===== src/rtl/mux_scan_pkg.sv =====
// ============================================================================
// Module   : mux_scan_pkg
// Purpose  : Shared mode/state encodings and constant helpers for mux_scan.
// Revision : 1.0 - initial release
// ============================================================================
`default_nettype none

package mux_scan_pkg;

    localparam logic MODE_MANUAL = 1'b0;
    localparam logic MODE_SCAN   = 1'b1;

    typedef enum logic [0:0] {
        S_MANUAL = 1'b0,
        S_SCAN   = 1'b1
    } state_t;

    // Smallest r with 2**r >= v; used to size counters from parameters.
    function automatic int clog2(input longint unsigned v);
        int r;
        r = 0;
        for (int i = 0; i < 63; i++) begin
            if ((64'd1 << i) < v) begin
                r = i + 1;
            end
        end
        return r;
    endfunction

endpackage

`default_nettype wire


===== src/rtl/scan_cnt.sv =====
// ============================================================================
// Module   : scan_cnt
// Purpose  : Dwell counter 0..DWELL with clear, hold and terminal-count flag.
// Revision : 1.0 - initial release
// ============================================================================
`default_nettype none

module scan_cnt
    import mux_scan_pkg::*;
#(
    parameter int unsigned DWELL = 24_999_999
) (
    input  logic clk,
    input  logic rst_n,
    input  logic i_clr,
    input  logic i_hold,
    output logic o_tc
);

    localparam int CNT_W = clog2(longint'(DWELL) + 1);
    localparam logic [CNT_W-1:0] c_dwell = CNT_W'(DWELL);

    logic [CNT_W-1:0] r_cnt;
    logic             w_tc;

    assign w_tc = (r_cnt == c_dwell);

    // Clear has priority so mode changes always restart a full dwell.
    always_ff @(posedge clk or negedge rst_n) begin
        if (!rst_n) begin
            r_cnt <= '0;
        end else if (i_clr) begin
            r_cnt <= '0;
        end else if (!i_hold) begin
            if (w_tc) begin
                r_cnt <= '0;
            end else begin
                r_cnt <= r_cnt + CNT_W'(1);
            end
        end
    end

    assign o_tc = w_tc;

endmodule

`default_nettype wire


===== src/rtl/mux_scan.sv =====
// ============================================================================
// Module   : mux_scan
// Purpose  : N-channel registered mux with manual select and auto-scan mode.
// Revision : 1.0 - initial release
// ============================================================================
`default_nettype none

module mux_scan
    import mux_scan_pkg::*;
#(
    parameter int          WIDTH  = 8,
    parameter int          CH_NUM = 4,
    parameter int          SEL_W  = 2,
    parameter int unsigned DWELL  = 24_999_999
) (
    input  logic                    sys_clk,
    input  logic                    sys_rst_n,
    input  logic [CH_NUM*WIDTH-1:0] in_data,
    input  logic [SEL_W-1:0]        sel,
    input  logic                    mode,
    input  logic                    hold,
    output logic [WIDTH-1:0]        out_data,
    output logic [SEL_W-1:0]        out_ch,
    output logic                    ch_switch,
    output logic                    sel_err
);

    localparam logic [SEL_W-1:0] c_last_ch = SEL_W'(CH_NUM - 1);

    state_t             r_state;
    state_t             w_state_nxt;
    logic               w_clr;
    logic               w_tc;
    logic [SEL_W-1:0]   w_ch_nxt;
    logic               w_sel_err;
    logic [WIDTH-1:0]   w_data;
    logic [WIDTH-1:0]   r_data;
    logic [SEL_W-1:0]   r_ch;
    logic               r_switch;
    logic               r_sel_err;

    always_ff @(posedge sys_clk or negedge sys_rst_n) begin
        if (!sys_rst_n) begin
            r_state <= S_MANUAL;
        end else begin
            r_state <= w_state_nxt;
        end
    end

    always_comb begin
        w_state_nxt = r_state;
        case (r_state)
            S_MANUAL: if (mode == MODE_SCAN)   w_state_nxt = S_SCAN;
            S_SCAN:   if (mode == MODE_MANUAL) w_state_nxt = S_MANUAL;
            default:  w_state_nxt = S_MANUAL;
        endcase
    end

    // Counter sits at zero outside SCAN and on every mode change.
    assign w_clr = (r_state != S_SCAN) || (w_state_nxt != S_SCAN);

    scan_cnt #(
        .DWELL (DWELL)
    ) u_scan_cnt (
        .clk    (sys_clk),
        .rst_n  (sys_rst_n),
        .i_clr  (w_clr),
        .i_hold (hold),
        .o_tc   (w_tc)
    );

    // Channel decision uses the next state so a return to MANUAL follows sel at once.
    always_comb begin
        w_ch_nxt  = r_ch;
        w_sel_err = 1'b0;
        if (w_state_nxt == S_MANUAL) begin
            if (32'(sel) < CH_NUM) begin
                w_ch_nxt = sel;
            end else begin
                w_ch_nxt  = '0;
                w_sel_err = 1'b1;
            end
        end else if ((r_state == S_SCAN) && w_tc && !hold) begin
            w_ch_nxt = (r_ch == c_last_ch) ? '0 : r_ch + SEL_W'(1);
        end
    end

    always_comb begin
        w_data = '0;
        for (int k = 0; k < CH_NUM; k++) begin
            if (w_ch_nxt == SEL_W'(k)) begin
                w_data = in_data[k*WIDTH +: WIDTH];
            end
        end
    end

    always_ff @(posedge sys_clk or negedge sys_rst_n) begin
        if (!sys_rst_n) begin
            r_data    <= '0;
            r_ch      <= '0;
            r_switch  <= 1'b0;
            r_sel_err <= 1'b0;
        end else begin
            r_data    <= w_data;
            r_ch      <= w_ch_nxt;
            r_switch  <= (w_ch_nxt != r_ch);
            r_sel_err <= w_sel_err;
        end
    end

    assign out_data  = r_data;
    assign out_ch    = r_ch;
    assign ch_switch = r_switch;
    assign sel_err   = r_sel_err;

endmodule

`default_nettype wire


===== config.mk =====
export PLATFORM = sky130hd
export DESIGN_NAME = mux_scan
export DESIGN_NICKNAME = d
export VERILOG_FILES = /design/src/rtl/mux_scan_pkg.sv /design/src/rtl/scan_cnt.sv /design/src/rtl/mux_scan.sv
export SDC_FILE = /design/constraint.sdc
export NUM_CORES = 1
export LEC_CHECK = 0
export ABC_AREA = 1
export CORE_MARGIN = 2
export CORE_UTILIZATION = 44
export CTS_BUF_LIST = sky130_fd_sc_hd__clkbuf_2 sky130_fd_sc_hd__clkbuf_4 sky130_fd_sc_hd__clkbuf_8
export CTS_CLUSTER_SIZE = 16
export DETAILED_ROUTE_END_ITERATION = 16
export PLACE_DENSITY_LB_ADDON = 0.25
export SLEW_MARGIN = 20
export SYNTH_ARGS = -nofsm -noshare
export SYNTH_HDL_FRONTEND = slang
export SYNTH_HIERARCHICAL = 1
export SYNTH_SLANG_ARGS = --single-unit

===== constraint.sdc =====
create_clock -name sys_clk -period 1.98 [get_ports sys_clk]
set_input_delay 0.198 -clock sys_clk [delete_from_list [all_inputs] [get_ports sys_clk]]
set_output_delay 0.198 -clock sys_clk [all_outputs]
set_load 0.01 [all_outputs]

==> impl_metrics.env, run 1 <==
export IMPL_portBuffers=48
export IMPL_worstPathMaxFanout=7
export IMPL_ys_seq_area_share_pct=38.8
export IMPL_drive_above_1_share_pct=21.6
export IMPL_fin_nets=446
export IMPL_setup_tns_ns=0
export IMPL_synth_top_cell_by_area="dfrtp_1"
export IMPL_antenna_found_initial=0
export IMPL_grt_remaining_overflow=0
export IMPL_drt_first_iter_violations=120
export IMPL_areaGrowthSynthToFinish_pct=39.0
export IMPL_power_density_nw_per_um2=540
export IMPL_cp_required_ns=2.20
export IMPL_netlist_top_cells_area="dfrtp_1 39%, nand2_1 14%, nand3_1 11%, nor2_1 6.5%, nor2_2 3.9%"
export IMPL_dp_hpwl_um=4620
export IMPL_fmax_ghz=0.521
export IMPL_start_kind="register"
export IMPL_die_w_um=77.6
export IMPL_worst_clock_skew_ns=0.00810
export IMPL_core_area_sq_um=5170
export IMPL_yosysWarnings=6
export IMPL_cts_made_buffers=5
export IMPL_clock_sinks=37
export IMPL_yosysUniqueCellTypes=27
export IMPL_hold_violations=0
export IMPL_syn_inst=325
export IMPL_grt_max_degree=38
export IMPL_num_io_pins=50
export IMPL_worst_pin_slew_ns=0.841
export IMPL_start_util_pct=46.1
export IMPL_yosys_top_cells_count="87 x nand2_1, 52 x nand3_1, 41 x nor2_1, 37 x dfrtp_1, 24 x inv_1"
export IMPL_power_leakage_nw=1.47
export IMPL_drtAntennaViolNets=0
export IMPL_die_h_um=77.6
export IMPL_vdd_ir_drop_max_mv=0.396
export IMPL_netlist_area_leader_share_pct=38.8
export IMPL_drc=0
export IMPL_stdcell_area_sq_um=3310
export IMPL_synth_edf_count=0
export IMPL_gr_usage_all_layers_pct=21.2
export IMPL_rsz0062_at_grt="true"
export IMPL_cts_tree="done"
export IMPL_post_drt_wl_per_cell_um=13.2
export IMPL_path_clk_slew_ns=0.08
export IMPL_diodes=0
export IMPL_setup_viol=0
export IMPL_h_tree_depth=2
export IMPL_min_period_ns=1.92
export IMPL_drv_slew=0
export IMPL_grt_pass1_wl_um=10200
export IMPL_globalplace_congestion=0.880
export IMPL_drt_pass1_iter_count=4
export IMPL_status="finished, final reports clean"
export IMPL_place_area_sq_um=3000
export IMPL_arrival_ns=2.14
export IMPL_period_share_pct=97.0
export IMPL_ys_seq_elements=37
export IMPL_maxCapViolations=0
export IMPL_syn_nets=365
export IMPL_synth_ff_type="dfrtp_1"
export IMPL_synthArstFlopShare_pct=100
export IMPL_grt_pass1_vias=2254
export IMPL_syn_area_sq_um=2380
export IMPL_avgSynthCellArea_sq_um=7.34
export IMPL_dieArea_sq_um=6020
export IMPL_fin_util_pct=64.1
export IMPL_cts_max_path_buffers=2
export IMPL_wl_um=6280
export IMPL_vias_per_cell=4.94
export IMPL_synth_most_common_cell="nand2_1"
export IMPL_slew_headroom_pct=43.9
export IMPL_vias=2358
export IMPL_total_power_mw=1.79
export IMPL_cts_root_buf="clkbuf_8"
export IMPL_worst_hold_path_type="input pin to async pin"
export IMPL_timing_worst_setup_path_type="register to register"
export IMPL_endpoint_kind="register"
export IMPL_core_rowCount=26
export IMPL_clkLatencyLatePin_ns=0.29
## flip-flops by register name, indices dropped and copies added, names as in the netlist
name              count
ch_switch             1
out_ch                2
out_data              8
r_state               1
u_scan_cnt/r_cnt     25
## cell families (layout without fill, tap and decap cells)
kind of cell | after synthesis | after routing | synth area share, %
AO/OA/AOI/OAI | 14 | 14 | 2.94
other | 1 | 1 | 0.157
buffers and inverters | 35 | 115 | 7.66
AND/OR/NAND/NOR | 226 | 228 | 45.7
flip-flops | 37 | 37 | 38.8
adder cells (fa/ha/maj) | 2 | 2 | 1.05
XOR/XNOR | 10 | 10 | 3.67
## worst max-delay path, stage by stage (launching register included)
cell	delay [ns]
dfrtp_1	0.36
ha_2	0.21
nand2_4	0.07
nor2_8	0.08
nand4_1	0.15
nor2_4	0.17
nand3_2	0.14
nand2_1	0.09
nand3_2	0.12
nand2_8	0.14
buf_4	0.15
nand3_1	0.08
nand4_1	0.10
## per-layer routing
layer,track usage [%],routed length [um],share of wire (%),up-vias
li1,-,-,-,1211
met2,32.8,3040,48,48
met3,3.84,267,4.3,8
met1,29.9,2900,46,1091
met5,0,0,0,-
met4,6.61,70,1.1,0
## path summary, 6_finish.rpt
check / start / to / slack, ns / cells after the start
setup / recovery: u_scan_cnt/r_cnt[0]$_DFFE_PN0P_ / out_data[0]$_DFF_PN0_ / 0.06 / 12
hold reg to reg: u_scan_cnt/r_cnt[24]$_DFFE_PN0P_ / u_scan_cnt/r_cnt[24]$_DFFE_PN0P_ / 0.57 / 2
max in group asynchronous: sys_rst_n / out_data[5]$_DFF_PN0_ / 1.44 / 1
min in group sys_clk: in_data[20] / out_data[4]$_DFF_PN0_ / 0.49 / 3
setup reg to reg: u_scan_cnt/r_cnt[0]$_DFFE_PN0P_ / out_data[0]$_DFF_PN0_ / 0.06 / 12
hold / removal: sys_rst_n / u_scan_cnt/r_cnt[12]$_DFFE_PN0P_ / 0.01 / 1
## report_power, final
group          switching [mW]  total (mW)  internal, mW
Combinational           0.207       0.445         0.238
Sequential             0.0236       0.822         0.799
Clock                   0.266       0.523         0.258
Total                   0.496        1.79          1.29
## layout by cell type, fill, tap and decap left out, types with 6 or more instances in the layout
cell and n:
dfrtp_1 37, buf_4 26, inv_1 24, nand3_1 48, nand2_4 6, nand4_1 12
nand2_1 84, nand2_2 8, nor2_1 40, nor2_2 15, clkdlybuf4s50_1 47, a21oi_1 8
xor2_1 8
## area by class of cell
type                    instances  area, sq um
flip-flops and latches         37          926
multi-input cells             255         1370
well taps                      70         87.6
clock inverters                 2         10.0
repair buffers                 77          731
fillers                       444         1860
inverters                      30          118
clock buffers                   6         76.3
## stage by stage
| stage | setup WS (ns) | instances | hold WS, ns |
|---|---|---|---|
| finish | 0.0597 | 477 | 0.0125 |
| global route | -0.104 | 477 | 0.0861 |
| CTS | 0.00480 | 467 | 0.0479 |
| detailed placement | -0.0543 | 453 | 0.355 |
| global placement | 0.0281 | 453 | 0.350 |
| floorplan | 0.125 | 325 | -0.0976 |
## timing repair
item                       CTS  global route
setup endpoints to repair    8             9
gates cloned                 0             2
pin swaps                    4            12
gates resized for setup      3            15
setup buffers                6             8
hold buffers                 0             0
Note: power is estimated with default switching activity, not from simulation.
==> run 2: changes to the inputs <==
--- a/config.mk
+++ b/config.mk
@@ -6,8 +6,9 @@
 export NUM_CORES = 1
 export LEC_CHECK = 0
 export ABC_AREA = 1
+export CAP_MARGIN = 10
 export CORE_MARGIN = 2
-export CORE_UTILIZATION = 44
+export CORE_UTILIZATION = 48
 export CTS_BUF_LIST = sky130_fd_sc_hd__clkbuf_2 sky130_fd_sc_hd__clkbuf_4 sky130_fd_sc_hd__clkbuf_8
 export CTS_CLUSTER_SIZE = 16
 export DETAILED_ROUTE_END_ITERATION = 16
==> run 2 against run 1 <==
Fmax down 2.2%; clock skew up 0.0031 ns; design area down 1.0%; routed wire length up 2.3%; non-clock buffer count down 7; count of clock-buffer cells in the layout unchanged; total power up 7.7%; first-iteration DRC count up 73%; core utilization up 4.9 points; sequential power about the same; critical endpoint is now out_data[3]$_DFF_PN0_.
==> impl_metrics.env, run 2 (same netlist as run 1, synthesis figures left out) <==
export IMPL_status="finished, final reports clean"
export IMPL_switchingPower_mw=0.511
export IMPL_setup_viol=0
export IMPL_combPwrFrac_pct=21.3
export IMPL_gr_usage_all_layers_pct=23.3
export IMPL_worst_pin_slew_ns=0.861
export IMPL_h_tree_depth=2
export IMPL_vias=2418
export IMPL_globalplace_congestion=0.866
export IMPL_slew_headroom_pct=42.6
export IMPL_endpoint_kind="register"
export IMPL_maxCapViolations=0
export IMPL_core_rowCount=25
export IMPL_drive_above_1_share_pct=20.6
export IMPL_fin_util_pct=69.0
export IMPL_core_area_sq_um=4750
export IMPL_r2r_setup_slack_ns=0.02
export IMPL_cts_root_buf="clkbuf_8"
export IMPL_grt_pass1_wl_um=9820
export IMPL_cp_required_ns=2.15
export IMPL_cts_made_buffers=5
export IMPL_clkPwrFrac_pct=36.1
export IMPL_worst_clock_skew_ns=0.0112
export IMPL_largest_register="u_scan_cnt/r_cnt"
export IMPL_mostFrequentLayoutCell="nand2_1"
export IMPL_antenna_found_initial=0
export IMPL_stdcell_area_sq_um=3280
export IMPL_path_clk_slew_ns=0.08
export IMPL_drt_first_iter_violations=208
export IMPL_p_sw_share_pct=26.5
export IMPL_largest_reg_flops=25
export IMPL_arrival_ns=2.13
export IMPL_fin_nets=438
export IMPL_power_leakage_nw=1.44
export IMPL_reg2reg_to="out_data[3]$_DFF_PN0_"
export IMPL_critPathLaunch="u_scan_cnt/r_cnt[1]$_DFFE_PN0P_"
export IMPL_worst_hold_path_type="input pin to async pin"
export IMPL_timing_rr_start="u_scan_cnt/r_cnt[1]$_DFFE_PN0P_"
export IMPL_dieArea_sq_um=5550
export IMPL_grt_max_degree=38
export IMPL_fmax_ghz=0.509
export IMPL_clkLatencyLatePin_ns=0.30
export IMPL_die_h_um=74.5
export IMPL_cts_max_path_buffers=2
export IMPL_areaGrowthSynthToFinish_pct=37.6
export IMPL_dp_hpwl_um=4480
export IMPL_period_share_pct=99.2
export IMPL_grt_remaining_overflow=0
export IMPL_wl_um=6420
export IMPL_postCtsHoldBufs=0
export IMPL_place_area_sq_um=2980
export IMPL_power_internal_mw=1.42
export IMPL_start_kind="register"
export IMPL_endpoint="out_data[3]$_DFF_PN0_"
export IMPL_worstPathMaxFanout=18
export IMPL_portBuffers=48
export IMPL_cts_tree="done"
export IMPL_vdd_ir_drop_max_mv=0.505
export IMPL_num_io_pins=50
export IMPL_drtAntennaViolNets=0
export IMPL_seqPwrFrac_pct=42.6
export IMPL_diodes=0
export IMPL_drc=0
export IMPL_total_power_mw=1.93
export IMPL_post_drt_wl_per_cell_um=13.8
export IMPL_layout_common_cells="85 x nand2_1, 47 x nand3_1, 47 x clkdlybuf4s50_1"
export IMPL_die_w_um=74.5
export IMPL_power_density_nw_per_um2=588
export IMPL_drt_pass1_iter_count=4
export IMPL_rr_worst_depth=12
export IMPL_grt_pass1_vias=2128
export IMPL_timing_worst_setup_path_type="register to register"
export IMPL_vias_per_cell=5.19
export IMPL_rsz0062_at_grt="true"
export IMPL_min_period_ns=1.96
export IMPL_start_util_pct=50.2
export IMPL_hold_violations=0
export IMPL_clock_sinks=37
export IMPL_drv_slew=0
-- run 2: changes by cell type in the layout (fill, tap and decap cells not counted), sizes merged --
cell	change
clkinvlp	+1
clkinv	-2
bufinv	+1
buf	-7
nand2	-1
-- run 2: power by group through the flow --
stage	registers, mW	logic [mW]	clock network, mW
final	0.822	0.411	0.696
after global routing	0.828	0.443	0.745
after CTS	0.821	0.383	0.706
after detailed placement	0.836	0.346	0
after global placement	0.836	0.341	0
after floorplan	0.851	0.153	0
-- run 2: worst min path at each step --
stage,to,slack [ns],cells after the start
after floorplan,ch_switch$_DFF_PN0_,-0.1,0
after global routing,u_scan_cnt/r_cnt[7]$_DFFE_PN0P_,0.07,1
after detailed placement,u_scan_cnt/r_cnt[11]$_DFFE_PN0P_,0.35,1
after global placement,u_scan_cnt/r_cnt[12]$_DFFE_PN0P_,0.34,1
final,u_scan_cnt/r_cnt[11]$_DFFE_PN0P_,0.007,1
after CTS,u_scan_cnt/r_cnt[11]$_DFFE_PN0P_,0.03,1
-- run 2: final cells by class --
type                       count  area (sq um)
timing repair buffer          70           653
fill                         399          1470
sequential                    37           926
clock buffer                   6          82.6
clock inverter                 2          37.5
multi-input combinational    254          1380
tap                           67          83.8
inverter                      30           118
-- run 2: per-stage QoR --
| stage | worst slack (ns) | hold WS [ns] | setup TNS (ns) | instances |
|---|---|---|---|---|
| after detailed placement | -0.105 | 0.353 | -0.605 | 448 |
| after global placement | 0.0313 | 0.345 | 0 | 448 |
| final | 0.0161 | 0.00675 | 0 | 466 |
| after CTS | 0.00255 | 0.0309 | 0 | 463 |
| after global routing | -0.0684 | 0.0727 | -0.481 | 466 |
| after floorplan | 0.125 | -0.0976 | 0 | 325 |
-- run 2: what timing repair did --
item,4_1_cts,5_1_grt
gates cloned,0,1
pin swaps,9,15
resized for setup,5,15
endpoints found under the setup margin,8,9
buffers inserted,7,2
-- run 2: layer usage --
| metal | up-vias | share of wire [%] | track usage [%] |
|---|---|---|---|
| li1 | 1199 | - | - |
| met1 | 1134 | 44 | 33.2 |
| met2 | 75 | 49 | 36.4 |
| met3 | 10 | 5.4 | 3.79 |
| met4 | 0 | 1.9 | 7.34 |
| met5 | - | 0 | 0 |
-- run 2: worst max-delay path, cell delays in order, from the launching register on --
cell and delay [ns]:
dfrtp_1 0.36, ha_2 0.21, nand2_4 0.07, nor2_8 0.08, nand4_1 0.14, nor2_4 0.18
nand3_2 0.15, nand2_1 0.11, nand3_2 0.12, nand2_8 0.16, nor2_4 0.08, nand2_1 0.08
nand4_1 0.10
==> run 3: changes to the inputs <==
--- a/config.mk
+++ b/config.mk
@@ -6,13 +6,14 @@
 export NUM_CORES = 1
 export LEC_CHECK = 0
 export ABC_AREA = 1
+export ABC_CLOCK_PERIOD_IN_PS = 1980
 export CAP_MARGIN = 10
 export CORE_MARGIN = 2
-export CORE_UTILIZATION = 48
-export CTS_BUF_LIST = sky130_fd_sc_hd__clkbuf_2 sky130_fd_sc_hd__clkbuf_4 sky130_fd_sc_hd__clkbuf_8
+export CORE_UTILIZATION = 46
+export CTS_BUF_LIST = sky130_fd_sc_hd__clkbuf_16
 export CTS_CLUSTER_SIZE = 16
 export DETAILED_ROUTE_END_ITERATION = 16
-export PLACE_DENSITY_LB_ADDON = 0.25
+export PLACE_DENSITY = 0.77
 export SLEW_MARGIN = 20
 export SYNTH_ARGS = -nofsm -noshare
 export SYNTH_HDL_FRONTEND = slang
==> run 3 against run 2 <==
Hold slack better by 0.010 ns; the flow now finishes with violations (negative setup slack); cell count increased by 0.21%; global-route usage down 1.5 points; non-clock buffer count decreased by 1; first-iteration DRC count fell by 38%; critical path type unchanged; core utilization shrank 4.3 points; die area up 4.1%.
==> impl_metrics.env, run 3 (same netlist as run 1, synthesis figures left out) <==
export IMPL_drtAntennaViolNets=0
export IMPL_setup_slack_ns=-0.0194
export IMPL_fin_nets=436
export IMPL_worst_clock_skew_ns=0.00559
export IMPL_grt_max_degree=38
export IMPL_cts_max_path_buffers=2
export IMPL_power_internal_mw=1.46
export IMPL_power_leakage_nw=1.44
export IMPL_diodes=0
export IMPL_timing_rr_start="u_scan_cnt/r_cnt[0]$_DFFE_PN0P_"
export IMPL_seqPwrFrac_pct=41.9
export IMPL_grt_remaining_overflow=0
export IMPL_violations="negative setup slack"
export IMPL_portBuffers=48
export IMPL_cts_made_buffers=5
export IMPL_vias=2369
export IMPL_mostFrequentLayoutCell="nand2_1"
export IMPL_drv_slew=0
export IMPL_dp_hpwl_um=4460
export IMPL_status="finished, violations left"
export IMPL_drt_pass1_iter_count=4
export IMPL_p_sw_share_pct=26.3
export IMPL_layout_common_cells="86 x nand2_1, 50 x nand3_1, 47 x clkdlybuf4s50_1"
export IMPL_setup_viol=1
export IMPL_rsz0062_at_grt="true"
export IMPL_gr_usage_all_layers_pct=21.8
export IMPL_h_tree_depth=2
export IMPL_drt_first_iter_violations=130
export IMPL_min_period_ns=2.00
export IMPL_die_h_um=76
export IMPL_core_rowCount=26
export IMPL_path_cells="ha_4 -> nand2_4 -> nor2_8 -> nand4_1 -> nor2_2 -> nand2_1 -> nor2_2 -> nand2_1 -> nand3_2 -> nand2_8 -> buf_12 -> nand3_1 -> nand4_1"
export IMPL_post_drt_wl_per_cell_um=13.2
export IMPL_vias_per_cell=5.07
export IMPL_clkLatencyLatePin_ns=0.28
export IMPL_reg2reg_to="out_data[5]$_DFF_PN0_"
export IMPL_arrival_ns=2.14
export IMPL_maxCapViolations=0
export IMPL_worst_pin_slew_ns=0.834
export IMPL_fmax_ghz=0.500
export IMPL_die_w_um=76
export IMPL_slew_headroom_pct=44.4
export IMPL_dieArea_sq_um=5780
export IMPL_drc=0
export IMPL_vdd_ir_drop_max_mv=0.381
export IMPL_hold_violations=0
export IMPL_path_clk_slew_ns=0.06
export IMPL_core_area_sq_um=5040
export IMPL_antenna_found_initial=0
export IMPL_cts_root_buf="clkbuf_16"
export IMPL_cp_slowest_cell="dfrtp_1"
export IMPL_stdcell_count=467
export IMPL_globalplace_congestion=0.899
export IMPL_period_share_pct=101
export IMPL_critical_path_max_stage_delay_ns=0.41
export IMPL_start_kind="register"
export IMPL_switchingPower_mw=0.520
export IMPL_timing_worst_setup_path_type="register to register"
export IMPL_postCtsHoldBufs=0
export IMPL_largest_register="u_scan_cnt/r_cnt"
export IMPL_power_density_nw_per_um2=607
export IMPL_areaGrowthSynthToFinish_pct=36.9
export IMPL_num_io_pins=50
export IMPL_largest_reg_flops=25
export IMPL_clkPwrFrac_pct=38.1
export IMPL_clock_sinks=37
export IMPL_dp_cells=452
export IMPL_worst_hold_path_type="input pin to async pin"
export IMPL_cp_required_ns=2.12
export IMPL_cts_tree="done"
export IMPL_grt_pass1_vias=2286
export IMPL_worstPathMaxFanout=8
export IMPL_fin_util_pct=64.7
export IMPL_wl_um=6180
export IMPL_r2r_setup_slack_ns=-0.02
export IMPL_fill_cells=422
export IMPL_grt_pass1_wl_um=10100
export IMPL_drive_above_1_share_pct=18.4
export IMPL_rr_worst_depth=13
export IMPL_combPwrFrac_pct=19.9
export IMPL_start_util_pct=47.3
export IMPL_endpoint_kind="register"
-- run 3: cell count changes in the layout (fill, tap and decap cells not counted), moves of 2 or more --
cell / previous run / this run
buf_4: 21 / 19
nand2_2: 6 / 4
clkinv_2: 0 / 2
clkbuf_8: 6 / 0
nor2_4: 5 / 3
clkbuf_16: 0 / 5
nor2_1: 38 / 40
nand3_4: 2 / 0
nand3_1: 47 / 50
-- run 3: worst max path at each step --
stage,cells past startpoint,startpoint,slack [ns],to
floorplan,13,u_scan_cnt/r_cnt[0]$_DFFE_PN0P_,0.12,out_data[0]$_DFF_PN0_
global placement,13,u_scan_cnt/r_cnt[0]$_DFFE_PN0P_,0.02,out_data[0]$_DFF_PN0_
detailed placement,13,u_scan_cnt/r_cnt[1]$_DFFE_PN0P_,-0.07,out_data[0]$_DFF_PN0_
CTS,13,u_scan_cnt/r_cnt[0]$_DFFE_PN0P_,0.007,out_data[0]$_DFF_PN0_
global route,13,u_scan_cnt/r_cnt[0]$_DFFE_PN0P_,-0.13,out_data[5]$_DFF_PN0_
finish,13,u_scan_cnt/r_cnt[0]$_DFFE_PN0P_,-0.02,out_data[5]$_DFF_PN0_
-- run 3: worst max-delay path: cells and delay by family (launching register included) --
kind                     cells  cell delay [ns]
AND/OR/NAND/NOR             11             1.12
adder cells (fa/ha/maj)      1             0.17
buffers and inverters        1             0.15
flip-flops                   1             0.41
-- run 3: routing by layer --
metal	GRT usage, %	vias up	share of wire, %
li1	-	1192	-
met1	27.0	1105	43
met2	36.9	57	51
met3	4.27	15	3.3
met4	10.0	0	2.6
met5	0	-	0
-- run 3: repair_timing --
action / in CTS / in global routing
buffers inserted: 6 / 1
endpoints found under the setup margin: 8 / 9
gates resized for setup: 5 / 6
pin swaps: 5 / 7
-- run 3: power groups by stage --
stage	sequential, mW	combinational, mW	clock, mW
global route	0.835	0.430	0.800
finish	0.830	0.395	0.755
CTS	0.829	0.377	0.765
detailed placement	0.837	0.345	0
global placement	0.837	0.337	0
floorplan	0.851	0.153	0
-- run 3: final cells by class --
| type | count | area [sq um] | area share (%) |
|---|---|---|---|
| clock buffers | 5 | 125 | 3.83 |
| clock inverters | 3 | 13.8 | 0.422 |
| inverters | 30 | 118 | 3.60 |
| multi-input cells | 253 | 1340 | 40.9 |
| flip-flops and latches | 37 | 926 | 28.4 |
| well taps | 70 | 87.6 | 2.68 |
| repair buffers | 69 | 658 | 20.2 |
-- run 3: metrics by stage --
step	power (mW)	hold WS [ns]	TNS, ns	setup slack (ns)	area (sq um)
after floorplan	1.00	-0.0976	0	0.125	2380
after global placement	1.17	0.337	0	0.0228	2990
after detailed placement	1.18	0.348	-0.529	-0.0727	2990
after CTS	1.97	0.0490	0	0.00655	3230
after global routing	2.07	0.101	-0.895	-0.131	3260
final	1.98	0.0172	-0.0194	-0.0194	3260
==> edit 1: new RTL, settings of run 2 <==
Add an input register stage for `in_data`, `sel`, `mode` and `hold`, with the module's reset; this delays them by one clock. Comments in the files are not updated.
--- a/src/rtl/mux_scan.sv
+++ b/src/rtl/mux_scan.sv
@@ -28,4 +28,23 @@
     localparam logic [SEL_W-1:0] c_last_ch = SEL_W'(CH_NUM - 1);
 
+    logic [CH_NUM*WIDTH-1:0] in_data_q;
+    logic [SEL_W-1:0] sel_q;
+    logic mode_q;
+    logic hold_q;
+
+    always_ff @(posedge sys_clk or negedge sys_rst_n) begin
+        if (!sys_rst_n) begin
+            in_data_q <= '0;
+            sel_q     <= '0;
+            mode_q    <= '0;
+            hold_q    <= '0;
+        end else begin
+            in_data_q <= in_data;
+            sel_q     <= sel;
+            mode_q    <= mode;
+            hold_q    <= hold;
+        end
+    end
+
     state_t             r_state;
     state_t             w_state_nxt;
@@ -51,6 +70,6 @@
         w_state_nxt = r_state;
         case (r_state)
-            S_MANUAL: if (mode == MODE_SCAN)   w_state_nxt = S_SCAN;
-            S_SCAN:   if (mode == MODE_MANUAL) w_state_nxt = S_MANUAL;
+            S_MANUAL: if (mode_q == MODE_SCAN)   w_state_nxt = S_SCAN;
+            S_SCAN:   if (mode_q == MODE_MANUAL) w_state_nxt = S_MANUAL;
             default:  w_state_nxt = S_MANUAL;
         endcase
@@ -66,5 +85,5 @@
         .rst_n  (sys_rst_n),
         .i_clr  (w_clr),
-        .i_hold (hold),
+        .i_hold (hold_q),
         .o_tc   (w_tc)
     );
@@ -75,11 +94,11 @@
         w_sel_err = 1'b0;
         if (w_state_nxt == S_MANUAL) begin
-            if (32'(sel) < CH_NUM) begin
-                w_ch_nxt = sel;
+            if (32'(sel_q) < CH_NUM) begin
+                w_ch_nxt = sel_q;
             end else begin
                 w_ch_nxt  = '0;
                 w_sel_err = 1'b1;
             end
-        end else if ((r_state == S_SCAN) && w_tc && !hold) begin
+        end else if ((r_state == S_SCAN) && w_tc && !hold_q) begin
             w_ch_nxt = (r_ch == c_last_ch) ? '0 : r_ch + SEL_W'(1);
         end
@@ -90,5 +109,5 @@
         for (int k = 0; k < CH_NUM; k++) begin
             if (w_ch_nxt == SEL_W'(k)) begin
-                w_data = in_data[k*WIDTH +: WIDTH];
+                w_data = in_data_q[k*WIDTH +: WIDTH];
             end
         end
Behaviour: not the same (a bounded check fails within 4 cycles, from zero or initial values and one cycle with sys_rst_n low).
==> edit 1 against run 2 <==
  * Final area grew 32%
  * Highest routed layer unchanged
  * Area after synthesis grew 38%
  * Power up 67%
  * Wire length rose by 16%
  * First-iteration DRC count is 14% lower
  * Clock skew shrank 0.00084 ns
  * Setup slack gained 0.023 ns
  * Sequential cell count grew 36
  * Critical path type unchanged
==> edit 1: results (changes against run 2) <==
* GRT Total Usage at 21.0% (-2.3 points)
* Commonest cells post-synth: nand2_1 (87), dfrtp_1 (73), nand3_1 (52), nor2_1 (41), inv_1 (24)
* Vias in the first global route at 2685 (+26%)
* Crit path max fanout at 18 (unchanged)
* Endpoints failing setup at 0 (unchanged)
* Fillers at 537 (+35%)
* Count of cell types in the netlist at 27 (unchanged)
* HP Class: in2reg
* Root buffer cell: clkbuf_8
* Max VDD drop at 0.475 mV (-6.0%)
* DPL Wire Length at 5000 um (+12%)
* Outcome: complete, no violations
* Mapped Nets at 401 (+9.9%)
* CTS tree: built
* Routed len/inst at 14.1 um (+2.2%)
* Port bufs at 48 (unchanged)
* Yosys warning total at 6 (unchanged)
* Mean area per synthesized cell at 9.10 um2 (+24%)
* Layout cells sized above 1 at 20.5% (about the same)
* Area contributors post-synth: dfrtp_1 (56%), nand2_1 (9.9%), nand3_1 (7.9%), nor2_1 (4.7%), nor2_2 (2.9%)
* Clock Path Buffers at 2 (unchanged)
* TritonRoute pass-1 iters at 4 (unchanged)
* Largest register FFs at 32 (+28%)
* Clk pin slew, worst setup/hold paths at 0.08 ns (about the same)
* Post-synthesis sequential area ratio at 55.6% (+17 points)
* Placed cells at 499 (+11%)
* Top reg by flops: in_data_q
* ANT cells at 0 (unchanged)
* Largest net degree at the start of global routing at 74 (+95%)
* Clk Latency, worst-skew pair at 0.36 ns (+0.06 ns)
* CTS Buf Count at 9 (+4)
* Vias per cell at 5.09 (-1.8%)
* Synth async-reset ratio at 100% (unchanged)
* H-tree level count at 3 (+1)
* P_leak at 1.94 nW (+35%)
* Switching power at 853 uW (+67%)
* Max Clock Skew at 0.0104 ns (-0.000836 ns)
* Initial DRC Count at 179 (-14%)
* WL final at 7440 um (+16%)
* Gr ovfl total at 0 (unchanged)
* Initial antenna violation count at 0 (unchanged)
* Global-route wire length before repair at 12100 um (+23%)
* Die Footprint at 7520 um2 (+36%)
* RD Place Congestion at 0.869 (+0.28%)
* Worst path arrival time at 2.17 ns (+0.04 ns)
* Layout Nets at 483 (+10%)
[edit 1: layout make-up]
type,count,area share [%]
inverters,30,2.72
clock inverters,7,1.82
repair buffers,74,16.2
well taps,80,2.32
flip-flops and latches,73,42.3
multi-input cells,255,31.8
clock buffers,9,2.87
[edit 1: what timing repair did]
action | in CTS | in global routing
endpoints found under the hold margin | 73 | 0
pin swaps | 10 | 16
setup endpoints to repair | 8 | 9
hold buffers | 1 | 0
resized for setup | 5 | 14
gates cloned | 1 | 1
setup buffers | 7 | 3
[edit 1: layer usage]
metal / wire, um / vias up / track usage [%]
met5: 0 / - / 0
met4: 183 / 0 / 9.09
met3: 349 / 18 / 3.62
met2: 3830 / 86 / 36.1
met1: 3080 / 1271 / 26.1
li1: - / 1315 / -
[edit 1: cells by family after synthesis]
kind of cell	count (synthesis)	synth area share, %
and+or+nand+nor	226	33.2
xor gates and xnor gates	10	2.67
DFF	73	55.6
adders and majority gates	2	0.761
other	1	0.114
AOI/OAI and AO/OA	14	2.13
buffers and inverters	35	5.56
[edit 1: stage by stage]
step           instance area (um2)  setup WS (ns)
3_5_place_dp                  3920        -0.0658
2_1_floorplan                 3290          0.123
5_1_grt                       4320         -0.146
3_3_place_gp                  3920         0.0298
6_report                      4320         0.0390
4_1_cts                       4230        -0.0130
[edit 1: worst paths after layout]
kind | start | endpoint | slack, ns | depth (start not counted)
setup / recovery | u_scan_cnt/r_cnt[1]$_DFFE_PN0P_ | out_data[2]$_DFF_PN0_ | 0.04 | 12
hold / removal | in_data[31] | in_data_q[31]$_DFF_PN0_ | 0.28 | 1
setup reg to reg | u_scan_cnt/r_cnt[1]$_DFFE_PN0P_ | out_data[2]$_DFF_PN0_ | 0.04 | 12
hold reg to reg | in_data_q[20]$_DFF_PN0_ | out_data[4]$_DFF_PN0_ | 0.46 | 2
max in group asynchronous | sys_rst_n | in_data_q[1]$_DFF_PN0_ | 1.28 | 3
min in group asynchronous | sys_rst_n | u_scan_cnt/r_cnt[21]$_DFFE_PN0P_ | 0.40 | 3
[edit 1: critical path, cell delays in order (launching register included)]
cell     delay [ns]
dfrtp_1        0.36
ha_2           0.21
nand2_4        0.07
nor2_8         0.08
nand4_1        0.14
nor2_4         0.14
nand3_1        0.17
nand2_1        0.12
nand3_2        0.11
nand2_8        0.15
nor2_4         0.09
nand2_1        0.08
nand4_1        0.08
[edit 1: power groups by stage]
stage / Combinational [mW] / Clock [mW] / Sequential (mW)
after floorplan: 0.151 / 0 / 1.65
after global placement: 0.348 / 0 / 1.64
after detailed placement: 0.359 / 0 / 1.64
after CTS: 0.401 / 1.22 / 1.61
after global routing: 0.467 / 1.28 / 1.62
final: 0.425 / 1.19 / 1.61
==> edit 2: new RTL, settings of run 2 <==
Made on the original files. The parameter `WIDTH` goes from 8 to 6.
--- a/src/rtl/mux_scan.sv
+++ b/src/rtl/mux_scan.sv
@@ -9,5 +9,5 @@
     import mux_scan_pkg::*;
 #(
-    parameter int          WIDTH  = 8,
+    parameter int          WIDTH  = 6,
     parameter int          CH_NUM = 4,
     parameter int          SEL_W  = 2,
Ports: changed (resized in_data and out_data); port bits go from 50 to 40. The function was not compared with the original's and may differ.
==> edit 2 against run 2 <==
  * The flow now finishes with violations (negative hold slack)
  * Sequential cell count is 2 lower
  * Setup slack gained 0.020 ns
  * Global-route usage is 1.3 points lower
  * Wire length shrank 14%
  * Area after synthesis decreased by 3.0%
  * Power decreased by 11%
  * Final area down 8.7%
  * Count of clock-buffer cells in the layout increased by 2
  * Largest power group unchanged
==> edit 2: results (changes against run 2) <==
* Outcome: finished with violations
* Failing checks: negative hold slack
* Fillers at 387 (-3.0%)
* Final hold vios at 35 (+35)
* Max Clock Skew at 0.00303 ns (-0.00818 ns)
* CP top delay family: simple AND/OR/NAND/NOR gates
* TritonRoute pass-1 iters at 4 (unchanged)
* RD Place Congestion at 0.917 (+5.9%)
* DPL Wire Length at 4120 um (-8.0%)
* Clock Path Buffers at 2 (unchanged)
* Vias in the first global route at 2118 (-0.47%)
* CTS Buf Count at 5 (unchanged)
* P_leak at 1.33 nW (-7.2%)
* Slew @ Worst Pin at 0.790 ns (-0.0715 ns)
* Main synth FF type: dfrtp_1
* Global-route wire length before repair at 9140 um (-6.9%)
* Worst path slowest cell: dfrtp_1
* Root buffer cell: clkbuf_8
* Fraction of the mapped netlist area in adder cells at 1.08% (+0.033 points)
* Max VDD drop at 0.381 mV (-25%)
* Mapped Cells at 313 (-3.7%)
* Area contributors post-synth: dfrtp_1 (38%), nand2_1 (14%), nand3_1 (8.2%), nor2_1 (6.7%), nand3_2 (4.3%)
* ANT cells at 0 (unchanged)
* Compound-Gate Fraction of Synth Area at 3.03% (+0.092 points)
* Synth async-reset ratio at 100% (unchanged)
* Largest net degree at the start of global routing at 36 (-5.3%)
* CP peak stage delay at 0.42 ns (+0.06 ns)
* Count of cell types in the netlist at 26 (-3.7%)
* Initial DRC Count at 103 (-50%)
* H-tree level count at 2 (unchanged)
* Worst path arrival time at 2.11 ns (-0.02 ns)
* Initial antenna violation count at 0 (unchanged)
* Placed cells at 415 (-7.4%)
* Port bufs at 38 (-21%)
* Crit. Startpoint: u_scan_cnt/r_cnt[1]$_DFFE_PN0P_
* Layout Nets at 406 (-7.3%)
* Commonest cells post-synth: nand2_1 (86), nor2_1 (41), nand3_1 (38), dfrtp_1 (35), inv_1 (23)
* Layout cells sized above 1 at 21.1% (+0.52 points)
* Post-synthesis sequential area ratio at 37.9% (-0.95 points)
* Post-synthesis xor/xnor area fraction at 3.79% (+0.12 points)
* Clk Latency, worst-skew pair at 0.29 ns
* Largest register FFs at 25 (unchanged)
* Non-filler instance count after layout at 429 (-7.9%)
* Clk pin slew, worst setup/hold paths at 0.07 ns
* Routed len/inst at 12.9 um (-6.6%)
* Mapped Nets at 345 (-5.5%)
* Vias at 2182 (-9.8%)
* Crit path max fanout at 7 (-11)
* Yosys warning total at 6 (unchanged)
* GRT Total Usage at 22.0% (-1.3 points)
* Final Hold Slack at -0.0110 ns (-0.0178 ns)
[edit 2: kinds of logic after synthesis]
group	count (synthesis)
compound gates	14
xor+xnor	10
fa+ha+maj	2
buf+inv	35
flops	35
other cells	1
simple gates	216
[edit 2: where the power goes]
part / internal (mW) / total, mW / switching [mW]
clock network: 0.331 / 0.590 / 0.259
logic: 0.177 / 0.342 / 0.164
registers: 0.752 / 0.779 / 0.0272
total: 1.26 / 1.71 / 0.450
[edit 2: area by class of cell]
| type | instances | area, um2 | area share (%) |
|---|---|---|---|
| tap | 54 | 67.6 | 2.26 |
| clock buffer | 8 | 104 | 3.47 |
| timing repair buffer | 59 | 549 | 18.3 |
| multi-input combinational | 243 | 1280 | 42.8 |
| sequential | 35 | 876 | 29.2 |
| inverter | 30 | 118 | 3.93 |
[edit 2: path summary, 6_finish.rpt]
| check | endpoint | slack [ns] | depth (start not counted) |
|---|---|---|---|
| min | u_scan_cnt/r_cnt[7]$_DFFE_PN0P_ | -0.01 | 1 |
| max | out_data[3]$_DFF_PN0_ | 0.04 | 12 |
| max in group asynchronous | u_scan_cnt/r_cnt[21]$_DFFE_PN0P_ | 1.49 | 1 |
| min reg2reg | u_scan_cnt/r_cnt[21]$_DFFE_PN0P_ | 0.55 | 2 |
| max reg2reg | out_data[3]$_DFF_PN0_ | 0.04 | 12 |
| min in group sys_clk | out_data[1]$_DFF_PN0_ | 0.47 | 3 |
[edit 2: worst reg2reg max path, cell delays in order, from the launching register on]
cell and delay, ns:
dfrtp_1 0.42, ha_4 0.17, nand2_4 0.07, nor2_8 0.08, nand4_1 0.11, nor2_2 0.17
nand2_1 0.09, nor2_2 0.14, nand2_1 0.07, nand3_1 0.06, nand2_1 0.17, nand3_1 0.15
nand4_1 0.11
[edit 2: timing repair]
item                       in CTS  in global routing
hold endpoints to repair        0                  0
gates resized for setup         3                  4
setup buffers                   5                  1
pin swaps                       3                 11
setup endpoints to repair       6                  8
[edit 2: per-stage QoR]
step | util [%] | instance area, um2 | power (mW) | worst slack [ns]
after detailed placement | 59.7 | 2800 | 1.09 | -0.106
after floorplan | - | 2310 | 0.941 | 0.145
after CTS | 63.2 | 2970 | 1.71 | 0.00921
after global placement | 59.7 | 2800 | 1.08 | 0.0261
final | 63.8 | 3000 | 1.71 | 0.0361
after global routing | 63.8 | 3000 | 1.80 | -0.190
[edit 2: routing by layer]
| metal | share of wire [%] | up-vias | global-route usage (%) | wire [um] |
|---|---|---|---|---|
| li1 | - | 1118 | - | - |
| met1 | 45 | 990 | 27.6 | 2480 |
| met2 | 48 | 63 | 36.7 | 2670 |
| met3 | 4.5 | 11 | 3.98 | 249 |
| met4 | 2.1 | 0 | 10.1 | 116 |
| met5 | 0 | - | 0 | 0 |
